===== config.mk =====
export PLATFORM = sky130hd
export DESIGN_NAME = ex_mem_stage_buf
export DESIGN_NICKNAME = d
export VERILOG_FILES = /design/src/rtl/ex_mem_stage_buf.sv
export SDC_FILE = /design/constraint.sdc
export NUM_CORES = 1
export LEC_CHECK = 0
export ABC_AREA = 1
export CORE_MARGIN = 4
export CORE_UTILIZATION = 50
export CTS_CLUSTER_DIAMETER = 40
export CTS_CLUSTER_SIZE = 40
export DETAILED_ROUTE_END_ITERATION = 12
export DONT_BUFFER_PORTS = 1
export PLACE_DENSITY = 0.75
export RECOVER_POWER = 25
export SLEW_MARGIN = 20
export SYNTH_ARGS = -nofsm -noshare
export SYNTH_HDL_FRONTEND = slang
export SYNTH_SLANG_ARGS = --single-unit

===== constraint.sdc =====
create_clock -name clk_i -period 2.32 [get_ports clk_i]
set_input_delay 0.232 -clock clk_i [delete_from_list [all_inputs] [get_ports clk_i]]
set_output_delay 0.232 -clock clk_i [all_outputs]
set_load 0.1 [all_outputs]

===== src/rtl/ex_mem_stage_buf.sv =====
// EX->MEM pipeline buffer: valid/ready handshake, synchronous flush,
// optional 2-entry skid buffer and a saturating back-pressure counter.
module ex_mem_stage_buf #(
  parameter int unsigned DATA_W     = 108,
  parameter bit          SKID       = 1'b1,
  parameter bit          CLEAR_DATA = 1'b1,
  parameter int unsigned CNT_W      = 16
) (
  input  logic              clk_i,
  input  logic              rst_i,
  input  logic              flush_i,
  input  logic              in_valid_i,
  output logic              in_ready_o,
  input  logic [DATA_W-1:0] in_data_i,
  output logic              out_valid_o,
  input  logic              out_ready_i,
  output logic [DATA_W-1:0] out_data_o,
  output logic [CNT_W-1:0]  stall_cnt_o
);

  typedef enum logic [1:0] {
    ST_EMPTY = 2'd0,
    ST_HALF  = 2'd1,
    ST_FULL  = 2'd2
  } state_e;

  localparam logic [CNT_W-1:0] CNT_MAX = {CNT_W{1'b1}};

  state_e              state_q, state_d;
  logic [DATA_W-1:0]   main_q, main_d;
  logic [DATA_W-1:0]   skid_q, skid_d;
  logic                valid_q;
  logic                ready_q;
  logic [CNT_W-1:0]    cnt_q, cnt_d;
  logic                in_fire;
  logic                out_fire;

  // Skid mode uses a registered ready; single-register mode passes ready through.
  assign in_ready_o  = SKID ? ready_q : (!valid_q || out_ready_i);
  assign in_fire     = in_valid_i && in_ready_o;
  assign out_fire    = valid_q && out_ready_i;
  assign out_valid_o = valid_q;
  assign out_data_o  = main_q;
  assign stall_cnt_o = cnt_q;

  // State, payload and counter registers; valid and ready registered from next state.
  always_ff @(posedge clk_i) begin
    if (rst_i) begin
      state_q <= ST_EMPTY;
      main_q  <= '0;
      skid_q  <= '0;
      valid_q <= 1'b0;
      ready_q <= 1'b1;
      cnt_q   <= '0;
    end else begin
      state_q <= state_d;
      main_q  <= main_d;
      skid_q  <= skid_d;
      valid_q <= (state_d != ST_EMPTY);
      ready_q <= (state_d != ST_FULL);
      cnt_q   <= cnt_d;
    end
  end

  // Next-state and payload movement; flush overrides normal operation.
  always_comb begin
    state_d = state_q;
    main_d  = main_q;
    skid_d  = skid_q;
    unique case (state_q)
      ST_EMPTY: begin
        if (in_fire) begin
          state_d = ST_HALF;
          main_d  = in_data_i;
        end
      end
      ST_HALF: begin
        if (in_fire && out_fire) begin
          main_d = in_data_i;
        end else if (in_fire) begin
          state_d = ST_FULL;
          skid_d  = in_data_i;
        end else if (out_fire) begin
          state_d = ST_EMPTY;
          if (CLEAR_DATA) main_d = '0;
        end
      end
      ST_FULL: begin
        if (out_fire) begin
          state_d = ST_HALF;
          main_d  = skid_q;
          if (CLEAR_DATA) skid_d = '0;
        end
      end
      default: begin
        state_d = ST_EMPTY;
      end
    endcase
    if (flush_i) begin
      state_d = ST_EMPTY;
      main_d  = CLEAR_DATA ? '0 : main_q;
      skid_d  = CLEAR_DATA ? '0 : skid_q;
    end
  end

  // Saturating count of cycles where MEM holds off a valid payload.
  always_comb begin
    cnt_d = cnt_q;
    if (valid_q && !out_ready_i && (cnt_q != CNT_MAX)) begin
      cnt_d = cnt_q + CNT_W'(1);
    end
  end

endmodule

==> qor.yml, run 1 <==
holdPathEnd: "state_q[1]$_SDFF_PP0_"
dr.pass1.iters: 5
wl_per_cell_microns: 17.6
leakage_nw: 4.62
layout_common_cells: "282 x nand2_1, 233 x dfxtp_1, 223 x nand3_1, 122 x a21oi_1, 111 x dlygate4sd3_1"
endpoint_kind: "flop"
drc: 0
power_mw: 10.9
worstHoldPathCells: 3
drv_cap: 0
ys_warn_count: 0
fmax_mhz: 468
gp_congestion: 0.845
drtIter0Drc: 716
fp.coreArea_sq_mm: 0.0190
grt_max_degree: 121
fp.dieH_microns: 148
insertion_delay_ns: 0.55
slew_violations: 0
synthAdderAreaFrac_pct: 0.767
overflow: 0
num_vias: 10229
port_buffers: 0
synth_top_family_by_area: "simple AND/OR/NAND/NOR gates"
synth-simple-area-share_pct: 24.0
cts_made_buffers: 30
diodes: 0
viasPerCell: 5.89
synthXorXnorAreaFrac_pct: 0.537
crit_required_ns: 2.76
grt_setup_unrepaired: "no"
cp_max_fo: 120
synth_compound_gate_area_share_pct: 19.6
synthCells: 1283
reg2reg_from: "state_q[0]$_SDFF_PP0_"
finalSetupViolCount: 0
critPathKind: "flop to flop"
antenna_found_initial: 0
synthesis.area_sq_mm: 0.00979
io_pins: 239
syn_to_final_growth_pct: 30.0
worst_pin_slew_ns: 1.24
outcome: "complete, no violations"
cts_buffer_depth: 3
grt_use_total_pct: 26.3
ant_nets: 0
reg2reg_depth: 8
peakVddDrop_mv: 0.864
utilization_pct: 67.1
min_from: "out_ready_i"
synth-seq-cells: 236
crit_path_start_kind: "flop"
ys_dominant_reg_cell: "dfxtp_1"
finalWirelength_microns: 30500
finClkSkew_ns: 0.0322
hold_class: "primary input to flop"
r2r-end: "out_data_o[4]$_SDFFE_PP0P_"
finalSetupTns_ns: 0
hold_viol_final: 0
die_area_sq_mm: 0.0219
muxShareOfSynthArea_pct: 0
rows: 50
synth_edf_count: 0
grt_pass1_wl_microns: 49000
p_per_area_mw_per_mm2: 854
reg2reg_slack_ns: 0.19
die_w_microns: 148
path_clk_slew_ns: 0.06
grt_pass1_vias: 9784
avgSynthCellArea_sq_um: 7.63
syn-num-nets: 1402
final_common_cell: "nand2_1"
root_buffer: "clkbuf_16"
fin_nets: 1571
cts.htree.levels: 1
finalCriticalPeriod_ns: 2.13
post-route-period-util_pct: 92.0
drive_above_1_share_pct: 11.4
holdWs_ns: 0.0710
start_util_pct: 51.6
critPathArrivalTime_ns: 2.58
async_flop_share_pct: 0
dp_hpwl_microns: 16100
cts_sinks: 236
ys_seq_area_share_pct: 48.3
synth_cell_types: 29
slew_headroom_pct: 17.5
cts_tree: "built"
-- area by class of cell --
type | instances | area, sq um
multi-input combinational | 906 | 4450
clock buffer | 31 | 754
timing repair buffer | 255 | 2060
fill | 1512 | 6230
tap | 260 | 325
clock inverter | 25 | 314
sequential | 236 | 4730
inverter | 23 | 92.6
-- report_power, final --
part | switching (mW) | internal (mW) | total [mW]
Combinational | 1.42 | 0.384 | 1.80
Sequential | 0.0519 | 4.19 | 4.24
Clock | 2.01 | 2.82 | 4.83
-- through the flow --
stage / cells / cell area (sq um) / worst slack, ns
2_1_floorplan: 1283 / 9790 / 0.141
3_3_place_gp: 1569 / 10800 / 0.296
3_5_place_dp: 1569 / 10800 / 0.222
4_1_cts: 1736 / 13000 / 0.183
5_1_grt: 1736 / 12700 / 0.0588
6_report: 1736 / 12700 / 0.185
-- Yosys cell counts, types with 2 or more instances --
library cell	number	area (sq um)
nand2_2	2	12.5
buf_1	3	11.3
xnor2_1	4	35.0
o21ai_0	105	526
nand2_1	283	1060
buf_6	6	67.6
nand4_1	6	37.5
buf_4	9	67.6
dfxtp_1	236	4720
nand3_1	223	1120
ha_1	6	75.1
a31oi_1	108	676
o21ai_2	2	17.5
buf_2	37	185
nor2_1	25	93.8
a21oi_1	122	611
clkbuf_1	62	233
o21ai_1	12	60.1
inv_1	18	67.6
inv_2	4	15.0
xor2_1	2	17.5
-- kinds of logic (layout without fill, tap and decap cells) --
family / after synthesis / in the layout
flops: 236 / 236
compound gates: 352 / 352
xor+xnor: 6 / 6
fa+ha+maj: 6 / 6
simple gates: 542 / 542
buf+inv: 141 / 334
-- repair_timing --
| action | 4_1_cts | 5_1_grt |
|---|---|---|
| hold buffers | 111 | 0 |
| resized for setup | 0 | 4 |
| setup buffers | 0 | 0 |
| endpoints found under the hold margin | 234 | 0 |
| setup endpoints to repair | 0 | 12 |
-- worst max-delay path: stages (launching register included) --
cell and delay [ns]:
dfxtp_1 0.44, inv_1 0.15, ha_4 0.22, o21ai_2 0.10, nand2_1 0.10, nor2_4 0.14
clkbuf_16 0.35, o21ai_0 0.18, a31oi_1 0.22
-- how the worst max path moves through the flow --
stage,start,end,slack [ns],depth (start not counted)
floorplan,in_ready_o$_SDFF_PP1_,skid_q[100]$_SDFFE_PP0P_,0.14,10
global placement,stall_cnt_o[0]$_SDFFE_PP0P_,stall_cnt_o[0]$_SDFFE_PP0P_,0.30,8
detailed placement,stall_cnt_o[0]$_SDFFE_PP0P_,stall_cnt_o[1]$_SDFFE_PP0P_,0.22,8
CTS,stall_cnt_o[0]$_SDFFE_PP0P_,stall_cnt_o[14]$_SDFFE_PP0P_,0.18,8
global route,state_q[0]$_SDFF_PP0_,out_data_o[19]$_SDFFE_PP0P_,0.06,8
finish,state_q[0]$_SDFF_PP0_,out_data_o[4]$_SDFFE_PP0P_,0.19,8
-- registers in the layout, indices dropped and copies added, names as in the netlist --
register / flops
skid_q: 108
in_ready_o: 1
out_valid_o: 1
state_q: 2
stall_cnt_o: 16
out_data_o: 108
-- layer usage --
| layer | global-route usage, % | part of all wire [%] |
|---|---|---|
| met5 | 0 | 0 |
| met4 | 9.61 | 2.5 |
| met2 | 45.1 | 48 |
| met3 | 6.04 | 9.9 |
| met1 | 32.6 | 39 |
(Power assumes the default switching activity.)
==> run 2, diff against run 1 <==
- SKIP_CTS_REPAIR_TIMING: not set -> 1
==> run 2 against run 1 <==
Effect of this change:
- the flow now finishes with violations (negative hold slack)
- sequential cell count unchanged
- highest routed layer unchanged
- non-clock buffer count down 1
- count of clock-buffer cells in the layout unchanged
- worst hold slack worse by 0.087 ns
==> qor.yml, run 2 (synthesis results as in run 1) <==
grt_pass1_vias: 8708  # -11%
critPathMaxStageDelay_ns: 0.44  # about the same
cts_sinks: 236  # unchanged
cts_made_buffers: 30  # unchanged
port_buffers: 0  # unchanged
fmax_mhz: 448  # -4.5%
leakage_nw: 4.58  # -0.79%
rows: 50  # unchanged
num_vias: 10185  # -0.43%
path_buf_inv: 2  # unchanged
cp_max_fo: 120  # unchanged
finalSetupViolCount: 0  # unchanged
root_buffer: "clkbuf_16"
fp.coreArea_sq_mm: 0.0190  # unchanged
p_per_area_mw_per_mm2: 856  # +0.24%
grt_pass1_wl_microns: 44600  # -9.0%
crit_family: "compound AO/OA/AOI/OAI gates"
critPathKind: "flop to flop"
worst_pin_slew_ns: 1.26  # +0.0234 ns
worstPathCellList: "inv_1, ha_1, o21ai_2, nand2_1, nor2_4, buf_12, o21ai_0, a31oi_1"
diodes: 0  # unchanged
finalWirelength_microns: 30400  # -0.29%
post-route-period-util_pct: 96.3  # +4.3 points
critPathArrivalTime_ns: 2.67  # +0.09 ns
insertion_delay_ns: 0.55  # about the same
drtIter0Drc: 756  # +5.6%
wl_per_cell_microns: 17.5  # -0.23%
fin_nets: 1570  # -0.064%
dpl-instance-area_sq_mm: 0.0108  # unchanged
grt_use_total_pct: 24.0  # -2.4 points
gp_congestion: 0.845  # unchanged
drv_cap: 0  # unchanged
drive_above_1_share_pct: 10.8  # -0.53 points
antenna_found_initial: 0  # unchanged
start_util_pct: 51.6  # unchanged
fp.dieH_microns: 148  # unchanged
hold_viol_final: 1  # +1
io_pins: 239  # unchanged
finalSetupTns_ns: 0  # unchanged
finClkSkew_ns: 0.0340  # +0.00177 ns
hold_class: "primary input to flop"
viasPerCell: 5.87  # -0.37%
grt_max_degree: 121  # unchanged
dp_cells: 1569  # unchanged
drc: 0  # unchanged
die_w_microns: 148  # unchanged
outcome: "finished, violations left"
dp_hpwl_microns: 16100  # unchanged
crit_path_start_kind: "flop"
crit_required_ns: 2.76  # about the same
syn_to_final_growth_pct: 29.7
layout_common_cells: "282 x nand2_1, 234 x dfxtp_1, 223 x nand3_1, 122 x a21oi_1, 110 x dlygate4sd3_1"
cp_slowest_cell: "dfxtp_1"
path_clk_slew_ns: 0.06  # about the same
holdWs_ns: -0.0164  # -0.0874 ns
dr.pass1.iters: 8  # +3
endpoint_kind: "flop"
slew_violations: 0  # unchanged
design_area_sq_mm: 0.0127  # -0.23%
violations: "negative hold slack"
cts.htree.levels: 1  # unchanged
finalCriticalPeriod_ns: 2.23  # +0.100 ns
ant_nets: 0  # unchanged
peakVddDrop_mv: 0.860  # -0.51%
overflow: 0  # unchanged
cts_tree: "built"
cts_buffer_depth: 3  # unchanged
power_mw: 10.9  # about the same
fin_cells: 1735  # -0.058%
fillCellCount: 1530  # +1.2%
final_common_cell: "nand2_1"
slew_headroom_pct: 15.9  # -1.6 points
die_area_sq_mm: 0.0219  # unchanged
## run 2: worst reg2reg max path, cell delays in order, from the launching register on
cell,delay (ns)
dfxtp_1,0.44
inv_1,0.13
ha_1,0.26
o21ai_2,0.15
nand2_1,0.10
nor2_4,0.15
buf_12,0.35
o21ai_0,0.28
a31oi_1,0.26
## run 2: metal layers
metal	vias to the layer above	wire, microns	global-route usage (%)	share of wire [%]
li1	4818	-	-	-
met1	4761	12100	30.3	40
met2	540	14800	39.8	49
met3	66	2880	7.11	9.5
met4	0	643	6.93	2.1
met5	-	0	0	0
## run 2: where the power goes
part / switching (mW) / internal (mW) / total, mW
Clock: 2.02 / 2.82 / 4.83
Sequential: 0.0521 / 4.19 / 4.24
Combinational: 1.42 / 0.379 / 1.80
Total: 3.49 / 7.38 / 10.9
## run 2: path summary, 6_finish.rpt
check | from | end | slack, ns | depth (start not counted)
max | state_q[1]$_SDFF_PP0_ | out_data_o[6]$_SDFFE_PP0P_ | 0.09 | 8
min | out_ready_i | stall_cnt_o[8]$_SDFFE_PP0P_ | -0.02 | 3
max reg2reg | state_q[1]$_SDFF_PP0_ | out_data_o[6]$_SDFFE_PP0P_ | 0.09 | 8
min reg2reg | skid_q[0]$_SDFFE_PP0P_ | skid_q[0]$_SDFFE_PP0P_ | 0.46 | 2
## run 2: through the flow
step           utilization (%)  setup slack [ns]
3_3_place_gp              57.1             0.296
4_1_cts                   62.7             0.206
5_1_grt                   67.0           -0.0724
3_5_place_dp              57.1             0.222
6_report                  67.0            0.0854
2_1_floorplan                -             0.141
## run 2: cell type report
cell class | count | area, sq um | area share [%]
Clock buffer | 31 | 754 | 5.94
Clock inverter | 25 | 314 | 2.47
Inverter | 23 | 92.6 | 0.729
Multi-Input combinational cell | 906 | 4450 | 35.0
Sequential cell | 236 | 4730 | 37.2
Tap cell | 260 | 325 | 2.56
Timing Repair Buffer | 254 | 2040 | 16.0
==> run 3, diff against run 2 <==
- CTS_CLUSTER_SIZE: 40 -> not set
==> run 3 against run 2 <==
Effect of this change:
- the run now ends clean
- sequential power barely moved
- global-route usage fell by 0.083 points
- sequential cell count did not move
- wire length rose by 1.5%
- via count rose by 0.11%
- die area did not move
- count of clock-buffer cells in the layout rose by 7
- final cell count fell by 0.17%
- highest routed layer unchanged
==> qor.yml, run 3 (synthesis results as in run 1) <==
cts.htree.levels: 1  # unchanged
root_buffer: "clkbuf_16"
cts_sinks: 236  # unchanged
start_util_pct: 51.6  # unchanged
crit_required_ns: 2.77  # about the same
slew_violations: 0  # unchanged
fp.dieH_microns: 148  # unchanged
dp_slack_ns: 0.222  # unchanged
critPathKind: "flop to flop"
dpl-instance-area_sq_mm: 0.0108  # unchanged
final_common_cell: "nand2_1"
path_buf_inv: 2  # unchanged
outcome: "complete, no violations"
syn_to_final_growth_pct: 28.7
worstPathCellList: "inv_1, ha_1, o21ai_2, nand2_1, nor2_4, buf_12, o21ai_0, a31oi_1"
crit_family: "compound AO/OA/AOI/OAI gates"
clockPowerShare_pct: 42.5  # -2.0 points
fin_nets: 1572  # +0.13%
met2_usage_pct: 38.7  # -1.1 points
hold_viol_final: 0  # -1
p_per_area_mw_per_mm2: 835  # -2.5%
slew_headroom_pct: 15.4  # -0.47 points
layout_common_cells: "282 x nand2_1, 234 x dfxtp_1, 223 x nand3_1, 122 x a21oi_1, 110 x dlygate4sd3_1"
seqPwrFrac_pct: 40.3  # +1.3 points
rows: 50  # unchanged
worst_setup_path_startpoint: "state_q[1]$_SDFF_PP0_"
cts_buffer_depth: 3  # unchanged
leakage_nw: 4.51  # -1.5%
power.switching_mw: 3.26  # -6.4%
endpoint_kind: "flop"
worst_pin_slew_ns: 1.27  # +0.00705 ns
overflow: 0  # unchanged
design_area_sq_mm: 0.0126  # -0.78%
critPathMaxStageDelay_ns: 0.45  # about the same
die_area_sq_mm: 0.0219  # unchanged
peakVddDrop_mv: 0.723  # -16%
dp_hpwl_microns: 16100  # unchanged
num_vias: 10196  # +0.11%
finClkSkew_ns: 0.0208  # -0.0131 ns
fmax_mhz: 449  # +0.44%
grt_max_degree: 121  # unchanged
min_from: "out_ready_i"
dr.pass1.iters: 6  # -2
utilization_pct: 66.5  # -0.52 points
cp_slowest_cell: "dfxtp_1"
finalCriticalPeriod_ns: 2.22  # -0.00980 ns
grt_pass1_vias: 8617  # -1.0%
finalSetupViolCount: 0  # unchanged
finalWirelength_microns: 30800  # +1.5%
viasPerCell: 5.89  # +0.28%
insertion_delay_ns: 0.53  # -0.02 ns
hold_class: "primary input to flop"
die_w_microns: 148  # unchanged
path_clk_slew_ns: 0.06  # about the same
grt_busiest_layer: "met2"
reg2reg_from: "state_q[1]$_SDFF_PP0_"
drc: 0  # unchanged
met3_usage_pct: 7.11  # unchanged
crit_path_start_kind: "flop"
fin_ws_ns: 0.0952  # +0.00980 ns
ant_nets: 0  # unchanged
wl_per_cell_microns: 17.8  # +1.7%
finalSetupTns_ns: 0  # unchanged
p_int_mw: 7.26  # -1.7%
post-route-period-util_pct: 95.9  # -0.42 points
port_buffers: 0  # unchanged
cp_max_fo: 96  # -20%
io_pins: 239  # unchanged
antenna_found_initial: 0  # unchanged
grt_pass1_wl_microns: 44500  # -0.23%
fillCellCount: 1568  # +2.5%
drtIter0Drc: 829  # +9.7%
drive_above_1_share_pct: 9.51  # -1.3 points
use_met1_pct: 31.0  # +0.62 points
grt_use_total_pct: 23.9  # -0.083 points
combPwrFrac_pct: 17.2  # +0.7 points
drv_cap: 0  # unchanged
critPathArrivalTime_ns: 2.67  # about the same
gp_congestion: 0.845  # unchanged
cts_made_buffers: 31  # +3.3%
cts_tree: "built"
diodes: 0  # unchanged
fp.coreArea_sq_mm: 0.0190  # unchanged
switching_share_pct: 31.0  # -1.1 points
-- run 3: area by class of cell --
cell class                 count  area (sq um)  share of cell area (%)
timing repair buffer         255          2040                    16.2
sequential                   236          4730                    37.5
clock inverter                14           128                    1.01
inverter                      23          92.6                   0.735
multi-input combinational    906          4450                    35.3
clock buffer                  38           842                    6.68
tap                          260           325                    2.58
-- run 3: power by group through the flow --
| stage | clock, mW | combinational, mW | sequential (mW) |
|---|---|---|---|
| finish | 4.47 | 1.81 | 4.24 |
| global route | 4.70 | 1.90 | 4.25 |
| CTS | 4.51 | 1.65 | 4.24 |
| detailed placement | 0 | 1.65 | 4.33 |
| global placement | 0 | 1.64 | 4.32 |
| floorplan | 0 | 0.510 | 5.14 |
-- run 3: worst paths after layout --
path / end / slack, ns / cells past startpoint
setup / recovery: out_data_o[79]$_SDFFE_PP0P_ / 0.1 / 8
hold / removal: stall_cnt_o[8]$_SDFFE_PP0P_ / 0.0001 / 3
setup reg to reg: out_data_o[79]$_SDFFE_PP0P_ / 0.1 / 8
hold reg to reg: skid_q[0]$_SDFFE_PP0P_ / 0.46 / 2
-- run 3: tightest hold or removal path: cells and delay by family --
family             cells  cell delay (ns)
AOI/OAI and AO/OA      1             0.06
and+or+nand+nor        2             0.18
-- run 3: stage by stage --
step | hold slack [ns] | power [mW] | std cells
6_report | 0.000122 | 10.5 | 1732
2_1_floorplan | 0.301 | 5.65 | 1283
4_1_cts | -0.258 | 10.4 | 1621
3_5_place_dp | 0.306 | 5.98 | 1569
3_3_place_gp | 0.303 | 5.96 | 1569
5_1_grt | 0.0380 | 10.9 | 1732
-- run 3: per-layer routing --
metal	wire, microns	up-vias
met1	12100	4770
met2	14900	553
met5	0	-
li1	-	4798
met3	2970	75
met4	804	0
==> RTL change, RTL diff (flow settings as in run 1) <==
`CLEAR_DATA`: 1'b1 -> 1'b0.
--- a/src/rtl/ex_mem_stage_buf.sv
+++ b/src/rtl/ex_mem_stage_buf.sv
@@ -5,3 +5,3 @@
   parameter bit          SKID       = 1'b1,
-  parameter bit          CLEAR_DATA = 1'b1,
+  parameter bit          CLEAR_DATA = 1'b0,
   parameter int unsigned CNT_W      = 16
Function: changed (Yosys sat finds a counterexample within 4 cycles, from zero or initial values and one cycle with rst_i high).
==> RTL change against run 1 <==
First-iteration DRC count shrank 11%; critical path depth shrank 4; global-route usage grew 0.83 points; sequential share of layout area shrank 0.60 points; total power grew 9.4%; design area grew 1.6%; final cell count grew 9.4%; via count shrank 2.2%; routed wire length shrank 1.2%; synthesized area shrank 0.81%; worst setup slack lost 0.041 ns; sequential cell count is the same; critical endpoint is now out_data_o[78]$_SDFFE_PP0P_.
==> RTL change: results (changes against run 1) <==
* GRT Overall Usage at 0.272 (was 0.263)
* Synth Warn # at 0 (unchanged)
* Reg clk slew, reported paths at 0.06 ns (about the same)
* Largest net degree at the start of global routing at 147 (was 121)
* Num CTS Buffers at 36 (was 30)
* Nets at 1728 (was 1571)
* Hold/Removal Path Class: in2reg (unchanged)
* Clock Skews at 0.00850 ns (was 0.0322 ns)
* Post-CTS Setup Bufs at 0 (unchanged)
* Max-slew headroom at 0.120 (was 0.175)
* Share of layout cells above drive strength 1 at 0.0750 (was 0.114)
* Crit path DAT at 2.61 ns (was 2.58 ns)
* GP Congestion at 0.841 (was 0.845)
* Met2 Use GR at 0.459 (was 0.451)
* Met1 GRT Util at 0.329 (was 0.326)
* Peak VDD IR at 0.000796 V (was 0.000864 V)
* Leak at 5.22 nW (was 4.62 nW)
* Number of global-route vias before repair at 9757 (was 9784)
* Syn Nets at 1532 (was 1402)
* Clock H-tree levels at 2 (was 1)
* Antenna cells at 0 (unchanged)
* Post-DP HPWL at 16.3 mm (was 16.1 mm)
* Ranking of synthesized cells by area: dfxtp_1 49%, nand2_1 20%, a21oi_1 8.2%, o21ai_0 7.5%, nor2_1 6.4% (was dfxtp_1 48%, nand3_1 11%, nand2_1 11%, a31oi_1 6.9%, a21oi_1 6.2%)
* CP max FO at 2 (was 120)
* Initial antenna violation count at 0 (unchanged)
* Status: complete, no violations (unchanged)
* Average wire per standard cell at 15.8 um (was 17.6 um)
* Unique masters post-synth at 24 (was 29)
* WL met2 at 14.4 mm (was 14.8 mm)
* Ys flop type: dfxtp_1 (unchanged)
* Top Metal Used: met4 (unchanged)
* Most frequent cells after synthesis: 525 x nand2_1, 236 x dfxtp_1, 166 x nor2_1 (was 283 x nand2_1, 236 x dfxtp_1, 223 x nand3_1)
* DR WL met3 at 2.66 mm (was 3.01 mm)
* DRT iter0 DRCs at 638 (was 716)
* Post-Synthesis Cells at 1418 (was 1283)
* Clock buffer depth at 3 (unchanged)
* GR Util met3 at 0.0734 (was 0.0604)
* Worst-skew pair later-pin latency at 0.49 ns (was 0.55 ns)
* First-pass GRT wire length at 49.1 mm (was 49.0 mm)
* Met1 WL at 12.1 mm (was 11.9 mm)
* Via count at 10000 (was 10200)
* Sequential area share after synthesis at 0.487 (was 0.483)
* Vias/cell at 5.27 (was 5.89)
==> RTL change: layout make-up <==
cell class,count,area [um^2]
clock buffer,41,961
clock inverter,23,385
fill,1559,5970
inverter,57,221
multi-input combinational,1029,4360
sequential,236,4720
tap,260,325
timing repair buffer,254,1950
==> RTL change: metrics by stage <==
stage	cell area, um^2	worst slack (ns)
2_1_floorplan	9710	0.0334
3_3_place_gp	10700	0.579
3_5_place_dp	10700	0.551
4_1_cts	13300	0.0324
5_1_grt	12900	0.0393
6_report	12900	0.145
==> RTL change: power breakdown <==
part           switching (mW)  internal [mW]
combinational            1.25          0.378
clock                    1.98           4.02
sequential             0.0564           4.20
total                    3.29           8.60
==> RTL change: logic make-up after synthesis <==
group / synth area share
simple gates: 0.281
flops: 0.487
xor+xnor: 0.00541
fa+ha+maj: 0.00129
compound gates: 0.159
buf+inv: 0.0669
==> RTL change: timing repair <==
action | CTS | global route
hold buffers | 115 | 0
endpoints found under the setup margin | 0 | 1
resized for setup | 0 | 3
hold endpoints to repair | 229 | 0
==> RTL change: path summary, 6_finish.rpt <==
| kind | from | endpoint | slack, ns | depth (start not counted) |
|---|---|---|---|---|
| hold reg to reg | skid_q[97]$_SDFFE_PP0P_ | skid_q[97]$_SDFFE_PP0P_ | 0.45 | 2 |
| setup reg to reg | out_data_o[78]$_SDFFE_PP0P_ | out_data_o[78]$_SDFFE_PP0P_ | 0.14 | 4 |
| hold / removal | in_data_i[55] | out_data_o[55]$_SDFFE_PP0P_ | 0.01 | 4 |
| setup / recovery | out_data_o[78]$_SDFFE_PP0P_ | out_data_o[78]$_SDFFE_PP0P_ | 0.14 | 4 |
==> RTL change: worst max-delay path, stage by stage (launching register included) <==
cell and delay, ns:
dfxtp_1 0.31, clkbuf_1 0.90, nand2_1 0.15, a21oi_1 0.20, dlygate4sd3_1 0.56
